--- src/rtl/gpio_in_debounce_irq.sv ---
// GPIO input conditioning: 2-FF sync, tick-sampled debounce, edge detect, W1C pending, level irq.
// Latency: pin_state 2 clk + DB_COUNT ticks; pending +1 clk; irq +1 clk. No backpressure; inputs always accepted.
module gpio_in_debounce_irq #(
    parameter int WIDTH    = 8,
    parameter int TICK_DIV = 50000,
    parameter int DB_COUNT = 4
) (
    input  logic             i_clk,
    input  logic             i_rst,
    input  logic [WIDTH-1:0] i_pin_in,
    input  logic [WIDTH-1:0] i_rise_en,
    input  logic [WIDTH-1:0] i_fall_en,
    input  logic [WIDTH-1:0] i_irq_en,
    input  logic [WIDTH-1:0] i_pend_clr,
    output logic [WIDTH-1:0] o_pin_state,
    output logic [WIDTH-1:0] o_pending,
    output logic             o_irq,
    output logic             o_sample_tick
);

    localparam int PW = (TICK_DIV > 1) ? $clog2(TICK_DIV) : 1;
    localparam int CW = $clog2(DB_COUNT + 1);
    localparam logic [PW-1:0] DIV_LAST = PW'(TICK_DIV - 1);
    localparam logic [CW-1:0] CNT_LAST = CW'(DB_COUNT - 1);

    logic [WIDTH-1:0] r_sync1;
    logic [WIDTH-1:0] r_sync2;
    logic [WIDTH-1:0] r_pin_state;
    logic [WIDTH-1:0] r_prev;
    logic [WIDTH-1:0] r_pending;
    logic             r_irq;
    logic [PW-1:0]    r_div;
    logic [CW-1:0]    r_cnt [WIDTH];

    logic             w_tick;
    logic [WIDTH-1:0] w_rise;
    logic [WIDTH-1:0] w_fall;

    assign w_tick = (r_div == DIV_LAST);
    assign w_rise = r_pin_state & ~r_prev;
    assign w_fall = ~r_pin_state & r_prev;

    always_ff @(posedge i_clk) begin
        if (i_rst) begin
            r_sync1 <= '0;
            r_sync2 <= '0;
        end else begin
            r_sync1 <= i_pin_in;
            r_sync2 <= r_sync1;
        end
    end

    always_ff @(posedge i_clk) begin
        if (i_rst) begin
            r_div <= '0;
        end else if (w_tick) begin
            r_div <= '0;
        end else begin
            r_div <= r_div + 1'b1;
        end
    end

    // A matching sample restarts the run, so glitches shorter than DB_COUNT ticks never reach pin_state.
    always_ff @(posedge i_clk) begin
        if (i_rst) begin
            r_pin_state <= '0;
            for (int i = 0; i < WIDTH; i++) begin
                r_cnt[i] <= '0;
            end
        end else if (w_tick) begin
            for (int i = 0; i < WIDTH; i++) begin
                if (r_sync2[i] == r_pin_state[i]) begin
                    r_cnt[i] <= '0;
                end else if (r_cnt[i] == CNT_LAST) begin
                    r_pin_state[i] <= r_sync2[i];
                    r_cnt[i]       <= '0;
                end else begin
                    r_cnt[i] <= r_cnt[i] + 1'b1;
                end
            end
        end
    end

    // Set terms are OR'd after the clear so a same-cycle edge is never lost.
    always_ff @(posedge i_clk) begin
        if (i_rst) begin
            r_prev    <= '0;
            r_pending <= '0;
            r_irq     <= 1'b0;
        end else begin
            r_prev    <= r_pin_state;
            r_pending <= (r_pending & ~i_pend_clr) | (w_rise & i_rise_en) | (w_fall & i_fall_en);
            r_irq     <= |(r_pending & i_irq_en);
        end
    end

    assign o_pin_state   = r_pin_state;
    assign o_pending     = r_pending;
    assign o_irq         = r_irq;
    assign o_sample_tick = w_tick;

endmodule

--- config.mk ---
export PLATFORM = sky130hd
export DESIGN_NAME = gpio_in_debounce_irq
export DESIGN_NICKNAME = d
export VERILOG_FILES = /design/src/rtl/gpio_in_debounce_irq.sv
export SDC_FILE = /design/constraint.sdc
export NUM_CORES = 1
export LEC_CHECK = 0
export ABC_CLOCK_PERIOD_IN_PS = 3800
export CAP_MARGIN = 20
export CORE_ASPECT_RATIO = 1.1
export CORE_MARGIN = 2
export CORE_UTILIZATION = 56
export CTS_BUF_LIST = sky130_fd_sc_hd__clkbuf_16
export DETAILED_ROUTE_END_ITERATION = 8
export PLACE_DENSITY = 0.82
export SYNTH_ARGS = -nofsm -noshare
export SYNTH_HDL_FRONTEND = slang
export SYNTH_SLANG_ARGS = --single-unit
--- constraint.sdc ---
create_clock -name i_clk -period 3.8 [get_ports i_clk]
set_input_delay 0.76 -clock i_clk [delete_from_list [all_inputs] [get_ports i_clk]]
set_output_delay 0.76 -clock i_clk [all_outputs]
set_load 0.01 [all_outputs]
==> summary.txt <==
Global route
  • Remaining global-route overflow: 0
  • First-pass GRT wire length: 10.1 mm
  • Vias in the first global route: 2290
  • Antenna violations before repair: 0
  • Largest net degree at the start of global routing: 53
  • Total track usage: 19.3%

Logic synthesis
  • Post-synth cell types: 31
  • Simple-Gate Fraction of Synth Area: 23.8%
  • Post-synthesis compound-gate area fraction: about 6.7%
  • Register area share after synthesis: a little over half
  • EDFF count, synth: 24
  • Syn_area_per_cell: 11.0 um2
  • Post-Syn Nets: 370
  • Post-synthesis adder-cell area fraction: under 10%
  • Ys flop type: dfxtp_1
  • Main combinational cell family by area after synthesis: simple AND/OR/NAND/NOR gates
  • Mapped cell area: 0.00343 mm2
  • Synth async-reset ratio: 0%
  • Synth Area in XOR/XNOR: under 10%
  • Multiplexer area fraction after synthesis: 0%
  • Yosys warnings: 0
  • Seq cells post-synth: 81
  • Cells after Synth: 311

Worst setup path
  • Crit path from: r_div[4]
  • Crit path max fanout: 17
  • Setup crit end: o_sample_tick
  • Critical path arrival: 2.68 ns
  • R2R setup slack: 1.44 ns
  • FF-to-FF path depth: 4
  • Reg2reg end: r_cnt[1][1]
  • Worst setup SP type: register
  • Element type at the critical path end: primary output
  • Worst path required time: 3.04 ns
  • Crit Path Class: register to primary output
  • Reg-to-reg startpoint: r_div[4]

Placement
  • Placed cells: around 440
  • GPL Wtd Cong: ~0.8
  • Buffers on Ports: 59
  • DP Wirelength: 4.19 mm

Detailed routing
  • Initial drt markers: 143
  • Vias: around 2400
  • Antenna viol nets, final: 0
  • Drt wl/cell: 13.6 um
  • Drt pass-1 iters: 4
  • DRT Wirelength: 6.18 mm
  • DRC errors left: 0
  • Via density: between 5 and 6

Clock tree
  • Cts hold-fix bufs: 0
  • Clk sinks: 81
  • CTS tree: built
  • Setup bufs post-CTS: 0
  • Clk root buf: clkbuf_16
  • CTS Buffer Depth: 2
  • Num CTS Buffers: 9
  • Clock latency on the worst-skew pair: 0.33 ns
  • H-tree levels: 3
  • Post-cts resize count: 0
  • Reg clk slew, reported paths: 0.06 ns

Die
  • Row cnt: 29
  • Die ar.: 0.00678 mm2
  • Die Wd: around 80 um
  • IO Pins: 60
  • Starting Density: about three fifths
  • Total core area: 0.00584 mm2
  • Die Y: 86.1 um

Layout
  • Nets: 432
  • Share of layout cells above drive strength 1: around 13%
  • Fin cells: 455
  • Area Growth Syn to Fin: 27.4%
  • Filler cells: 384
  • Commonest non-fill, non-tap cell in the layout: clkdlybuf4s50_1
  • Most frequent cells in the layout: 58 x clkdlybuf4s50_1, 57 x dfxtp_1, 27 x nor2_1
  • Antenna diode count: 0

Pwr
  • Total power: 0.00184 W
  • Peak VDD IR: between 0.2 and 0.3 mV
  • LEAKAGE: 1.64 nW
  • PD cells: 420 mW/mm2

Timing
  • Hold Fails Final Rpt: 0
  • Setup Viol. Count Final: 0
  • Final Skew: around 0.0079 ns
  • RSZ-0062 raised after global routing: no
  • Max Slew Vio Count: 0
  • Least-Margin Pin Slew: 0.845 ns
  • Setup total negative slack: 0 ns
  • Final worst-path cycle share: between 90% and 100%
  • Post-route minimum period: about 3.4 ns
  • Slew HR: 43.7%
  • Fmax: 291 MHz

Hold path
  • Min-delay src: r_sync1[3]
  • Hold Path Class: register to register

Status
  • Status: finished clean

Run
  • Max Cap Violations: 0
cell type report:
class | count | area, um2 | share of cell area, %
clock buffer | 9 | 225 | 5.15
clock inverter | 7 | 71.3 | 1.63
inverter | 21 | 78.8 | 1.80
multi-input combinational | 200 | 1450 | 33.1
sequential | 81 | 1860 | 42.5
tap | 77 | 96.3 | 2.20
timing repair buffer | 60 | 593 | 13.6
through the flow:
step           setup WS (ns)  hold slack, ns  util [%]  cell area, um2
4_1_cts                0.344           0.440      74.9            4380
3_3_place_gp           0.736           0.418      69.8            4080
3_5_place_dp           0.705           0.426      69.8            4080
5_1_grt                0.252           0.461      74.9            4380
6_report               0.359           0.438      74.9            4380
2_1_floorplan           1.27           0.414         -            3430
kinds of logic after synthesis:
kind of cell | Yosys count
and+or+nand+nor | 132
DFF | 81
buffers and inverters | 30
AOI/OAI and AO/OA | 29
xor gates and xnor gates | 22
adders and majority gates | 17
sequential cells by signal, indices dropped and copies added (netlist names):
name	count
r_sync2	8
r_div	16
r_cnt	24
o_pin_state	8
r_sync1	8
r_prev	8
o_irq	1
o_pending	8
worst max-delay path, stage by stage (launching register included):
cell and delay [ns]:
dfxtp_1 0.35, or4b_1 0.52, or4_4 0.64, inv_2 0.24, clkdlybuf4s50_1 0.59
cells in the mapped netlist, types with 2 or more instances:
library cell   n  share of area (%)
nand3_1        6               0.87
clkbuf_1       5               0.55
a22oi_1        4               0.87
nand4_1        3               0.55
xnor2_1       20                5.1
and3_1         9                1.6
nand3b_1      16                3.5
o21ba_1        3               0.87
ha_1          17                6.2
dfxtp_1       57                 33
o21ba_2        5                1.5
inv_1         20                2.2
a31oi_1        8                1.5
nor2_2        15                2.7
or4b_1         2               0.58
nor2b_1       24                4.4
xor2_1         2               0.51
nand2_1        2               0.22
nor3_1         4               0.58
nor4_1         4               0.73
a21boi_0       8                1.7
buf_2          2               0.29
nor2_1        27                3.0
nand2b_1      10                1.8
edfxtp_1      24                 21
or4_4          9                3.0
worst min path at each step:
stage	endpoint	cells past startpoint	slack (ns)
6_report	r_sync2[3]	1	0.44
2_1_floorplan	r_sync2[0]	1	0.41
4_1_cts	r_sync2[3]	1	0.44
5_1_grt	r_sync2[3]	1	0.46
3_5_place_dp	r_sync2[3]	1	0.43
3_3_place_gp	r_sync2[0]	1	0.42
routing by layer:
metal	vias up	part of all wire (%)	global-route usage, %
met2	64	47	32.9
met5	-	0	0
met1	1087	47	23.8
met4	0	1.6	8.61
li1	1200	-	-
met3	8	4.3	3.89
power by group:
part	internal [W]	total, W	switching [W]
Combinational	0.0000524	0.0000828	0.0000304
Sequential	0.000905	0.000913	0.00000818
Clock	0.000507	0.000844	0.000337
Note: power is estimated with default switching activity, not from simulation.
